File: config.mk
export PLATFORM = sky130hd
export DESIGN_NAME = receptor_pesos
export DESIGN_NICKNAME = d
export VERILOG_FILES = /design/src/rtl/receptor_pkg.sv /design/src/rtl/uart_rx_serial.sv /design/src/rtl/receptor_pesos.sv
export SDC_FILE = /design/constraint.sdc
export NUM_CORES = 1
export LEC_CHECK = 0
export ABC_AREA = 1
export CORE_MARGIN = 2
export CORE_UTILIZATION = 61
export CTS_CLUSTER_DIAMETER = 30
export DETAILED_ROUTE_END_ITERATION = 8
export PLACE_DENSITY = 0.85
export SYNTH_ARGS = -nofsm -noshare
export SYNTH_HDL_FRONTEND = slang
export SYNTH_SLANG_ARGS = --single-unit
export TNS_END_PERCENT = 5
File: constraint.sdc
create_clock -name clock -period 4.6 [get_ports clock]
set_input_delay 1.38 -clock clock [delete_from_list [all_inputs] [get_ports clock]]
set_output_delay 1.38 -clock clock [all_outputs]
set_load 0.02 [all_outputs]
File: src/rtl/receptor_pkg.sv
// Shared constants, state encodings and byte helpers for the serial weight receiver.
// The state codes double as the db_estado debug values.
package receptor_pkg;

  localparam logic [7:0] ASCII_ZERO = 8'h30;
  localparam logic [7:0] ASCII_NOVE = 8'h39;
  localparam logic [7:0] ASCII_TERM = 8'h23;
  localparam int         N_DIGITOS  = 6;

  typedef enum logic [3:0] {
    ESPERA     = 4'd0,
    DIGITO     = 4'd1,
    TERMINADOR = 4'd2,
    FIM        = 4'd3,
    ERRO       = 4'd4,
    RESYNC     = 4'd5
  } estado_montador_t;

  typedef enum logic [2:0] {
    RX_IDLE     = 3'd0,
    RX_START    = 3'd1,
    RX_DATA     = 3'd2,
    RX_PARIDADE = 3'd3,
    RX_STOP     = 3'd4
  } estado_rx_t;

  function automatic logic e_digito(input logic [7:0] b);
    return (b >= ASCII_ZERO) && (b <= ASCII_NOVE);
  endfunction

  // Even parity: the parity bit equals the XOR of the data bits.
  function automatic logic paridade_par(input logic [7:0] b);
    return ^b;
  endfunction

endpackage

File: src/rtl/uart_rx_serial.sv
// UART receiver: 2-FF synchronizer, RX FSM and baud/bit counters. 8N1 by default;
// defining RECEPTOR_PARIDADE_EN adds an even-parity bit (8E1).
module uart_rx_serial
  import receptor_pkg::*;
#(
  parameter int CLKS_PER_BIT = 434
) (
  input  logic       clock,
  input  logic       reset,
  input  logic       entrada_serial,
  output logic       rx_pronto,
  output logic       rx_erro,
  output logic [7:0] rx_dado
);

  localparam int CW = $clog2(CLKS_PER_BIT);
  localparam logic [CW-1:0] MEIO_BIT = CW'(CLKS_PER_BIT / 2 - 1);
  localparam logic [CW-1:0] FIM_BIT  = CW'(CLKS_PER_BIT - 1);

  logic [1:0]    sync_r;
  logic          linha_s;
  estado_rx_t    estado_r, estado_nxt_s;
  logic [CW-1:0] cnt_r, cnt_nxt_s;
  logic [2:0]    bit_r, bit_nxt_s;
  logic [7:0]    shift_r, shift_nxt_s;
  logic          armado_r, armado_nxt_s;
  logic          pronto_r, pronto_nxt_s;
  logic          erro_r, erro_nxt_s;
  logic [7:0]    dado_r, dado_nxt_s;
  logic          par_err_s;

`ifdef RECEPTOR_PARIDADE_EN
  logic par_err_r, par_err_nxt_s;
  assign par_err_s = par_err_r;
`else
  assign par_err_s = 1'b0;
`endif

  assign linha_s = sync_r[1];

  // Line synchronizer; resets to idle-high so no false start appears.
  always_ff @(posedge clock or negedge reset) begin
    if (!reset) sync_r <= 2'b11;
    else        sync_r <= {sync_r[0], entrada_serial};
  end

  // RX next-state and datapath.
  always_comb begin
    estado_nxt_s = estado_r;
    cnt_nxt_s    = cnt_r;
    bit_nxt_s    = bit_r;
    shift_nxt_s  = shift_r;
    armado_nxt_s = armado_r;
    pronto_nxt_s = 1'b0;
    erro_nxt_s   = 1'b0;
    dado_nxt_s   = dado_r;
`ifdef RECEPTOR_PARIDADE_EN
    par_err_nxt_s = par_err_r;
`endif
    case (estado_r)
      RX_IDLE: begin
        cnt_nxt_s = '0;
        // A start is only armed once the line has been seen high again.
        if (!armado_r) begin
          armado_nxt_s = linha_s;
        end else if (!linha_s) begin
          estado_nxt_s = RX_START;
        end else begin
          estado_nxt_s = RX_IDLE;
        end
      end
      RX_START: begin
        if (cnt_r == MEIO_BIT) begin
          cnt_nxt_s    = '0;
          bit_nxt_s    = 3'd0;
          estado_nxt_s = linha_s ? RX_IDLE : RX_DATA;
        end else begin
          cnt_nxt_s = cnt_r + CW'(1);
        end
      end
      RX_DATA: begin
        if (cnt_r == FIM_BIT) begin
          cnt_nxt_s   = '0;
          shift_nxt_s = {linha_s, shift_r[7:1]};
          if (bit_r == 3'd7) begin
`ifdef RECEPTOR_PARIDADE_EN
            estado_nxt_s = RX_PARIDADE;
`else
            estado_nxt_s = RX_STOP;
`endif
          end else begin
            bit_nxt_s = bit_r + 3'd1;
          end
        end else begin
          cnt_nxt_s = cnt_r + CW'(1);
        end
      end
`ifdef RECEPTOR_PARIDADE_EN
      RX_PARIDADE: begin
        if (cnt_r == FIM_BIT) begin
          cnt_nxt_s     = '0;
          par_err_nxt_s = (linha_s != paridade_par(shift_r));
          estado_nxt_s  = RX_STOP;
        end else begin
          cnt_nxt_s = cnt_r + CW'(1);
        end
      end
`endif
      RX_STOP: begin
        if (cnt_r == FIM_BIT) begin
          cnt_nxt_s    = '0;
          estado_nxt_s = RX_IDLE;
          armado_nxt_s = 1'b0;
          if (linha_s && !par_err_s) begin
            pronto_nxt_s = 1'b1;
            dado_nxt_s   = shift_r;
          end else begin
            erro_nxt_s = 1'b1;
          end
        end else begin
          cnt_nxt_s = cnt_r + CW'(1);
        end
      end
      default: estado_nxt_s = RX_IDLE;
    endcase
  end

  // RX state, counters and registered output pulses.
  always_ff @(posedge clock or negedge reset) begin
    if (!reset) begin
      estado_r <= RX_IDLE;
      cnt_r    <= '0;
      bit_r    <= 3'd0;
      shift_r  <= 8'h00;
      armado_r <= 1'b0;
      pronto_r <= 1'b0;
      erro_r   <= 1'b0;
      dado_r   <= 8'h00;
`ifdef RECEPTOR_PARIDADE_EN
      par_err_r <= 1'b0;
`endif
    end else begin
      estado_r <= estado_nxt_s;
      cnt_r    <= cnt_nxt_s;
      bit_r    <= bit_nxt_s;
      shift_r  <= shift_nxt_s;
      armado_r <= armado_nxt_s;
      pronto_r <= pronto_nxt_s;
      erro_r   <= erro_nxt_s;
      dado_r   <= dado_nxt_s;
`ifdef RECEPTOR_PARIDADE_EN
      par_err_r <= par_err_nxt_s;
`endif
    end
  end

  assign rx_pronto = pronto_r;
  assign rx_erro   = erro_r;
  assign rx_dado   = dado_r;

endmodule

File: src/rtl/receptor_pesos.sv
// Serial weight-frame receiver: six ASCII digits plus '#', committed to valor_reg.
// RECEPTOR_PARIDADE_EN selects 8E1 framing in the UART receiver.
module receptor_pesos
  import receptor_pkg::*;
#(
  parameter int CLKS_PER_BIT = 434
) (
  input  logic        clock,
  input  logic        reset,
  input  logic        entrada_serial,
  output logic [47:0] valor_reg,
  output logic        fim_recepcao,
  output logic        erro_recepcao,
  output logic [7:0]  dado_recebido,
  output logic [3:0]  db_estado
);

  logic             rx_pronto_s, rx_erro_s;
  logic [7:0]       rx_dado_s;
  estado_montador_t estado_r, estado_nxt_s;
  logic [47:0]      staging_r, staging_nxt_s;
  logic [2:0]       idx_r, idx_nxt_s;
  logic             volta_espera_r, volta_espera_nxt_s;
  logic [47:0]      valor_r;
  logic             fim_r, erro_r;
  logic [7:0]       dado_r;

  uart_rx_serial #(.CLKS_PER_BIT(CLKS_PER_BIT)) u_rx (
    .clock          (clock),
    .reset          (reset),
    .entrada_serial (entrada_serial),
    .rx_pronto      (rx_pronto_s),
    .rx_erro        (rx_erro_s),
    .rx_dado        (rx_dado_s)
  );

  // Frame assembler next-state. A framing/parity error leaves no offending byte
  // to resynchronise on, so it returns straight to ESPERA like a stray '#'.
  always_comb begin
    estado_nxt_s       = estado_r;
    staging_nxt_s      = staging_r;
    idx_nxt_s          = idx_r;
    volta_espera_nxt_s = volta_espera_r;
    case (estado_r)
      ESPERA, DIGITO: begin
        if (rx_erro_s) begin
          estado_nxt_s       = ERRO;
          volta_espera_nxt_s = 1'b1;
        end else if (rx_pronto_s) begin
          if (e_digito(rx_dado_s)) begin
            staging_nxt_s = {staging_r[39:0], rx_dado_s};
            idx_nxt_s     = idx_r + 3'd1;
            estado_nxt_s  = (idx_r == 3'(N_DIGITOS - 1)) ? TERMINADOR : DIGITO;
          end else begin
            estado_nxt_s       = ERRO;
            volta_espera_nxt_s = (rx_dado_s == ASCII_TERM);
          end
        end else begin
          estado_nxt_s = estado_r;
        end
      end
      TERMINADOR: begin
        if (rx_erro_s) begin
          estado_nxt_s       = ERRO;
          volta_espera_nxt_s = 1'b1;
        end else if (rx_pronto_s) begin
          if (rx_dado_s == ASCII_TERM) begin
            estado_nxt_s = FIM;
          end else begin
            estado_nxt_s       = ERRO;
            volta_espera_nxt_s = 1'b0;
          end
        end else begin
          estado_nxt_s = TERMINADOR;
        end
      end
      FIM: begin
        estado_nxt_s  = ESPERA;
        staging_nxt_s = 48'h0;
        idx_nxt_s     = 3'd0;
      end
      ERRO: begin
        estado_nxt_s  = volta_espera_r ? ESPERA : RESYNC;
        staging_nxt_s = 48'h0;
        idx_nxt_s     = 3'd0;
      end
      RESYNC: begin
        if (rx_erro_s) begin
          estado_nxt_s       = ERRO;
          volta_espera_nxt_s = 1'b1;
        end else if (rx_pronto_s && (rx_dado_s == ASCII_TERM)) begin
          estado_nxt_s = ESPERA;
        end else begin
          estado_nxt_s = RESYNC;
        end
      end
      default: begin
        estado_nxt_s  = ESPERA;
        staging_nxt_s = 48'h0;
        idx_nxt_s     = 3'd0;
      end
    endcase
  end

  // Assembler state plus registered outputs; valor_reg only moves on entry to FIM.
  always_ff @(posedge clock or negedge reset) begin
    if (!reset) begin
      estado_r       <= ESPERA;
      staging_r      <= 48'h0;
      idx_r          <= 3'd0;
      volta_espera_r <= 1'b0;
      valor_r        <= 48'h0;
      fim_r          <= 1'b0;
      erro_r         <= 1'b0;
      dado_r         <= 8'h00;
    end else begin
      estado_r       <= estado_nxt_s;
      staging_r      <= staging_nxt_s;
      idx_r          <= idx_nxt_s;
      volta_espera_r <= volta_espera_nxt_s;
      fim_r          <= (estado_nxt_s == FIM);
      erro_r         <= (estado_nxt_s == ERRO);
      if (estado_nxt_s == FIM) valor_r <= staging_r;
      else                     valor_r <= valor_r;
      if (rx_pronto_s) dado_r <= rx_dado_s;
      else             dado_r <= dado_r;
    end
  end

  assign valor_reg     = valor_r;
  assign fim_recepcao  = fim_r;
  assign erro_recepcao = erro_r;
  assign dado_recebido = dado_r;
  assign db_estado     = estado_r;

endmodule

Yosys cells after proc, flatten, opt, wreduce, memory -nomap -nowiden
Index checks and enable logic that the tools add are counted.
Widths: inputs -> output; s select.
{"block": "classes", "n_addsub": 3, "order_cmp": 2, "eq_ne": 28, "mux": 51, "bitwise": 1, "reduce_logical": 18}
{"op": "$mux 48", "n": 3}
{"op": "$pmux 48 s2", "n": 1}
{"op": "$mux 3", "n": 16}
{"op": "$pmux 9 s3", "n": 1}
{"op": "$mux 9", "n": 2}
{"op": "$mux 1", "n": 16}
{"op": "$mux 4", "n": 4}
{"op": "$pmux 4 s4", "n": 1}
{"op": "$ne 2x1->1 const B", "n": 7}
{"op": "$eq 4x3->1 const B", "n": 3}
{"op": "$pmux 3 s2", "n": 2}
{"op": "$pmux 3 s4", "n": 1}
{"op": "$add 9x1->9 const B", "n": 1}
{"op": "$eq 3x3->1 const B", "n": 3}
{"op": "$eq 9x8->1 const B", "n": 1}
{"op": "$eq 9x9->1 const B", "n": 1}
{"op": "$eq 4x2->1 const B", "n": 2}
{"op": "$eq 8x6->1 const B", "n": 1}
{"op": "$ge 8x6->1 const B", "n": 1}
{"op": "$le 8x6->1 const B", "n": 1}
{"op": "$reduce_and 4->1", "n": 2}
{"op": "$add 3x1->3 const B", "n": 2}
{"op": "$ne 2x2->1 const B", "n": 3}
{"op": "$ne 3x1->1 const B", "n": 2}
{"op": "other kinds (18)", "n": 26}
{"block": "word_totals", "ff_bits": 150, "inputBits": 3}

Depth between registers and ports, before layout
Gate-level depths: netlist of the first run.
{"block": "logic_depth", "ltp_word": 7, "mapped_depth": 12, "mapped_depth_nobuf": 10}

Hierarchy
Synthesis of the first run repeated with hierarchy kept, for this count alone.
{"block": "hier_totals", "hier_cells": 709, "hier_area_um2": 6376.1}
{"mod": "receptor_pesos", "instances": 1, "cells_per_inst": 498, "area_per_inst_um2": 4605.7, "seq_area_each_um2": 2852.7}
{"mod": "uart_rx_serial", "instances": 1, "cells_per_inst": 211, "area_per_inst_um2": 1770.4, "seq_area_each_um2": 903.4}

Worst setup path before layout of the first run
Ideal clock, no wire load.
{"block": "synth_timing", "kind": "register to output", "startpoint": "register estado_r[1], in the netlist db_estado[1]", "endpoint": "output port db_estado[1]", "arrival_ns": 0.462, "t_required_ns": 3.220, "path_slack_ns": 2.758, "path_stages_with_launch": 1, "n_path_buf": 0, "cell_sequence": "dfrtp_1"}
{"element": "start: declaration", "line": "receptor_pesos.sv:20", "rtl": "estado_montador_t estado_r, estado_nxt_s;"}
{"element": "start signal: assignment", "line": "receptor_pesos.sv:117", "rtl": "estado_r <= estado_nxt_s;"}
{"element": "end: declaration", "line": "receptor_pesos.sv:15", "rtl": "output logic [3:0] db_estado"}
No word-level cell between the ends.

Worst setup path after layout of the first run
{"block": "layout_timing", "startpoint": "register valor_r[15], in the netlist valor_reg[15]", "endpoint": "output port valor_reg[15]"}
{"element": "start: declaration", "line": "receptor_pesos.sv:24", "rtl": "logic [47:0] valor_r;"}
{"element": "start signal: assignment", "line": "receptor_pesos.sv:123", "rtl": "if (estado_nxt_s == FIM) valor_r <= staging_r;"}
{"element": "start signal: assignment", "line": "receptor_pesos.sv:124", "rtl": "else valor_r <= valor_r;"}
{"element": "end: declaration", "line": "receptor_pesos.sv:11", "rtl": "output logic [47:0] valor_reg,"}
No word-level cell between the ends.

==> impl_results.md, run 1 <==
* Hold Crit Depth at 0
* Detailed placement HPWL at 8610 um
* Initial Util at 62.0%
* Worst reg2reg startpoint: u_rx.rx_pronto
* Post-route ant nets at 0
* Fmax at 0.341 GHz
* Status: finished clean
* CP top delay family: buffers and inverters
* Critical path's largest stage delay at 0.64 ns
* Mapped cell area at 0.00635 sq mm
* Number of buffers created by CTS at 17
* CTS sink cnt at 150
* Syn Nets at 716
* GPL Wtd Cong at 0.870
* Wire per inst at 14.2 um
* M1 GR Usage at 30.8%
* Final setup viols at 0
* Wirelength, routed at 13100 um
* GR Overflow Total at 0
* GR peak layer: met2
* Buffers on Ports at 64
* WHS Endpoint: u_rx.sync_r[1]
* CTS Buffer Depth at 2
* CTS Root Cell: clkbuf_8
* # IOs at 65
* Most frequent cells in the layout: nand2_1 (223), dfrtp_1 (148), inv_1 (85)
* R2r setup slk at 2.21 ns
* First DRT Iteration DRCs at 312
* Hold WC Path Type: reg2reg
* Die Area at 0.0112 sq mm
* Die X at 106 um
* Fin. Hold Viols at 0
* Std-Cell Rows at 37
* HP Start: u_rx.sync_r[0]
* Critical path class: reg2out
* Worst-path clk slew at 0.06 ns
* Vias post-DR at 4848
* Largest net degree at the start of global routing at 114
* Worst-Margin Slew at 0.945 ns
* Routing usage on met2 at 42.1%
* YS warnings at 0
* Yosys reg bits at 150
* Worst-path fanout max at 2
* Number of setup buffers added after CTS at 0
* Final Cycle Share at 63.7%
* # DRC at 0
* Seq/Total Area, Yosys at 59.2%
* Slowest CP cell: clkdlybuf4s50_1
* Final number of max-transition violations at 0
* Max-cap viol count at 0
* Met3 Usage GRT at 5.89%
* Critical path cell sequence: clkdlybuf4s50_1
* Unrepaired setup endpoints after global routing: no
* R2R cell count at 6
* Slew margin rel. at 37.0%
* Number of global-route vias before repair at 4830
* Layout cells sized above 1 at 9.34%
* Maximum level of the CTS H-tree at 4
* Vias per inst at 5.28
* # resized after CTS at 0
* Layout overhead on the synthesized area at 20.3%
* Avg Cell Area, Syn at 8.99 sq um
* Minimum clock period after layout at 2.93 ns
* Ranking of synthesized cells by area: dfrtp_1 (58%), nand2_1 (13%), inv_1 (5.0%)
* LEAKAGE at 0.00347 uW
* Critical Path RT at 3.22 ns
* Initial antenna violation count at 0
* Clock Latency Late Sink at 0.53 ns
* Synth top area share at 58.3%
* Final Power at 3090 uW
* Commonest non-fill, non-tap cell in the layout: nand2_1
* Antenna cells at 0
* Post-cts hold buffer count at 0
* Die height at 106 um
* Worst setup SP type: flip-flop
* Post-synth cell types at 31
* CP endpoint kind: primary output
* Core box area at 0.0102 sq mm
* R2R Path End: db_estado[0]
* Mapped Cells at 706
* Detailed Routing Iterations Pass 1 at 6
* Final nets at 779
* First-pass GRT wire length at 22100 um
* CTS tree: yes
* Gr usage total at 25.1%
* Fin Setup TNS at 0 ns
* Worst vdd ir at 0.000296 V
* Leading area contributor after synthesis: dfrtp_1
* Crit path DAT at 1.55 ns
* Final Core Density at 74.6%
* CP bufs+invs at 1
* Clock Skew at 0.0145 ns
* Power Density at 405 mW/mm^2
## synth_stat cells
library cell,number
nand4_1,2
buf_4,2
nor2_2,4
nand3b_1,4
a21oi_1,3
nand3_2,1
nand3_1,17
ha_1,7
nor3_4,3
nand2_1,223
clkinv_1,2
nand2_2,5
buf_2,6
inv_2,8
buf_6,9
conb_1,1
o21ai_0,59
o211ai_1,3
nor3_1,3
clkbuf_1,7
o21ai_1,56
dfstp_2,2
nor2_4,3
or2_2,1
o21ai_2,8
nand3_4,1
xor2_1,1
dfrtp_1,148
nor2_1,31
inv_1,85
nor3_2,1
## stage by stage
step,cell area (sq um),instances,hold WS [ns],setup WS (ns)
floorplan,6350,706,0.345,2.76
global placement,7020,886,0.347,2.14
detailed placement,7020,886,0.349,2.13
CTS,7640,918,0.358,1.66
global route,7640,918,0.363,1.63
finish,7640,918,0.358,1.67
## layer usage
layer	share of wire (%)	vias to the layer above
met2	52	138
met3	3.9	38
met4	3.4	0
li1	-	2338
met1	41	2334
met5	0	-
## area by class of cell
class	count	area, sq um
timing repair buffer	68	672
fill	691	2590
clock inverter	12	174
clock buffer	20	445
inverter	95	357
sequential	150	3760
tap	136	170
multi-input combinational	437	2060
## power breakdown
group          total [uW]  switching [uW]  leakage [uW]  internal (uW)
clock network        1430             521      0.000305            909
logic                 269             191       0.00109           77.7
registers            1390            43.9       0.00207           1350
total                3090             756       0.00347           2340
## cell families (layout without fill, tap and decap cells)
family | after synthesis | count (layout) | share of synthesized area [%]
and+or+nand+nor | 299 | 299 | 20.1
AOI/OAI and AO/OA | 129 | 129 | 10.8
other | 1 | 1 | 0.0591
adders and majority gates | 7 | 7 | 1.38
DFF | 150 | 150 | 59.2
xor gates and xnor gates | 1 | 1 | 0.138
buffers and inverters | 119 | 195 | 8.34
## how the worst max path moves through the flow
stage,startpoint,end,slack (ns),cells past startpoint
floorplan,db_estado[1],db_estado[1],2.76,0
global placement,reset,u_rx.sync_r[0],2.14,2
detailed placement,reset,u_rx.sync_r[0],2.13,2
CTS,db_estado[1],db_estado[1],1.66,1
global route,valor_reg[1],valor_reg[1],1.63,1
finish,valor_reg[15],valor_reg[15],1.67,1
Note: power is estimated with default switching activity, not from simulation.
==> run 2: changes to the inputs <==
Settings changed: CORE_UTILIZATION 61 to 56, PLACE_DENSITY 0.85 to 0.79.
Clock period 4.6 ns to 2.7 ns, I/O delays scaled along.
==> run 2 against run 1 <==
  * Largest power group unchanged
  * First-iteration DRC count grew 12%
  * Wire length grew 0.66%
  * Worst setup slack lost 1.2 ns
  * Critical path type unchanged
==> impl_results.md, run 2 (same netlist as run 1, synthesis figures left out) <==
* M1 GR Usage at 27.7%
* Crit path to: db_estado[1]
* Commonest non-fill, non-tap cell in the layout: nand2_1
* CP endpoint kind: primary output
* Slew margin rel. at 39.9%
* Initial Util at 58.0%
* Post-route ant nets at 0
* # IOs at 65
* CP bufs+invs at 1
* Unrepaired setup endpoints after global routing: no
* Vias per inst at 5.28
* Critical Path RT at 1.89 ns
* # DRC at 0
* Largest net degree at the start of global routing at 63
* First DRT Iteration DRCs at 350
* Antenna cells at 0
* Cells after DPL at 893
* Crit path DAT at 1.45 ns
* Layout overhead on the synthesized area at 21.0%
* Final Core Density at 70.2%
* CP startpoint: db_estado[1]
* Worst reg2reg startpoint: db_estado[0]
* Final nets at 782
* NetSw at 1320 uW
* GR peak layer: met2
* Die Area at 0.0122 sq mm
* Part of the power in registers at 45.1%
* Wirelength, routed at 13200 um
* Pint at 3950 uW
* Final number of max-transition violations at 0
* Die height at 110 um
* Detailed Routing Iterations Pass 1 at 5
* Initial antenna violation count at 0
* Fin. Hold Viols at 0
* Fmax at 0.443 GHz
* CTS sink cnt at 150
* Most frequent cells in the layout: nand2_1 (223), dfrtp_1 (148), inv_1 (85)
* Fin Setup TNS at 0 ns
* CTS Buffer Depth at 2
* Sw Share at 25.1%
* DP Area at 0.00706 sq mm
* Number of buffers created by CTS at 17
* Worst setup SP type: flip-flop
* Post-Layout Inst Area at 0.00768 sq mm
* Met3 Usage GRT at 4.94%
* Post-cts hold buffer count at 0
* R2R cell count at 7
* Gate power share at 8.8%
* CP top delay family: buffers and inverters
* Worst vdd ir at 0.000446 V
* R2r setup slk at 0.66 ns
* Hold WC Path Type: reg2reg
* Final setup viols at 0
* Buffers on Ports at 64
* Worst-Margin Slew at 0.893 ns
* Routing usage on met2 at 38.0%
* Critical path class: reg2out
* Storage element area at 0.00376 sq mm
* Core box area at 0.0109 sq mm
* GR Overflow Total at 0
* Wire per inst at 14.2 um
* Maximum level of the CTS H-tree at 4
* Minimum clock period after layout at 2.26 ns
* Gr usage total at 22.4%
* # resized after CTS at 0
* Fin cells at 925
* LEAKAGE at 0.00348 uW
* Detailed placement HPWL at 8910 um
* Vias post-DR at 4884
* CTS tree: yes
* Number of setup buffers added after CTS at 0
* Status: finished clean
* Worst-path clk slew at 0.06 ns
* Clock Latency Late Sink at 0.41 ns
* Final Cycle Share at 83.5%
* GPL Wtd Cong at 0.910
* First-pass GRT wire length at 22300 um
* R2R Path End: valor_reg[7]
* Clock Skew at 0.00819 ns
* # fillers at 801
* Slowest CP cell: clkdlybuf4s50_1
* Number of global-route vias before repair at 4913
* Worst-path fanout max at 5
* Worst path depth at 1
* Die X at 110 um
* Power Density at 686 mW/mm^2
* Std-Cell Rows at 38
* Clock power share at 46.2%
* CTS Root Cell: clkbuf_16
* Area of the multi-input gates at 0.00206 sq mm
* Max-cap viol count at 0
* Critical path cell sequence: clkdlybuf4s50_1
* Layout cells sized above 1 at 9.81%
* Critical path's largest stage delay at 0.63 ns
## run 2: changes by cell type in the layout (fill, tap and decap cells not counted), sizes merged
cell | before | now
clkinvlp | 1 | 2
inv | 94 | 95
clkbuf | 20 | 19
bufinv | 4 | 3
buf | 5 | 8
## run 2: final cells by class
| cell class | instances | area share, % |
|---|---|---|
| Clock inverter | 13 | 2.23 |
| Multi-Input combinational cell | 437 | 26.8 |
| Inverter | 95 | 4.64 |
| Sequential cell | 150 | 48.9 |
| Clock buffer | 19 | 5.90 |
| Tap cell | 140 | 2.28 |
| Timing Repair Buffer | 71 | 9.20 |
## run 2: worst min-delay path by stage
| stage | cells past startpoint | slack (ns) | start | endpoint |
|---|---|---|---|---|
| after floorplan | 0 | 0.35 | u_rx.sync_r[0] | u_rx.sync_r[1] |
| after global placement | 0 | 0.35 | u_rx.sync_r[0] | u_rx.sync_r[1] |
| after detailed placement | 0 | 0.35 | u_rx.sync_r[0] | u_rx.sync_r[1] |
| after CTS | 0 | 0.36 | u_rx.sync_r[0] | u_rx.sync_r[1] |
| after global routing | 0 | 0.36 | u_rx.sync_r[0] | u_rx.sync_r[1] |
| final | 0 | 0.36 | u_rx.sync_r[0] | u_rx.sync_r[1] |
## run 2: power groups by stage
stage                     combinational, uW  sequential, uW  clock (uW)
after detailed placement                462            2410           0
after CTS                               469            2370        2460
after global placement                  449            2410           0
final                                   462            2380        2430
after global routing                    528            2380        2580
after floorplan                         342            2400           0
## run 2: stage by stage
stage	setup slack, ns	power [uW]	hold WS (ns)
5_1_grt	0.396	5480	0.364
4_1_cts	0.428	5300	0.363
6_report	0.444	5270	0.362
3_5_place_dp	0.682	2870	0.354
2_1_floorplan	1.19	2740	0.345
3_3_place_gp	0.802	2850	0.348
## run 2: metal layers
| metal | up-vias | part of all wire, % |
|---|---|---|
| met2 | 150 | 51 |
| met3 | 34 | 4.4 |
| li1 | 2344 | - |
| met5 | - | 0 |
| met1 | 2356 | 42 |
| met4 | 0 | 2.4 |
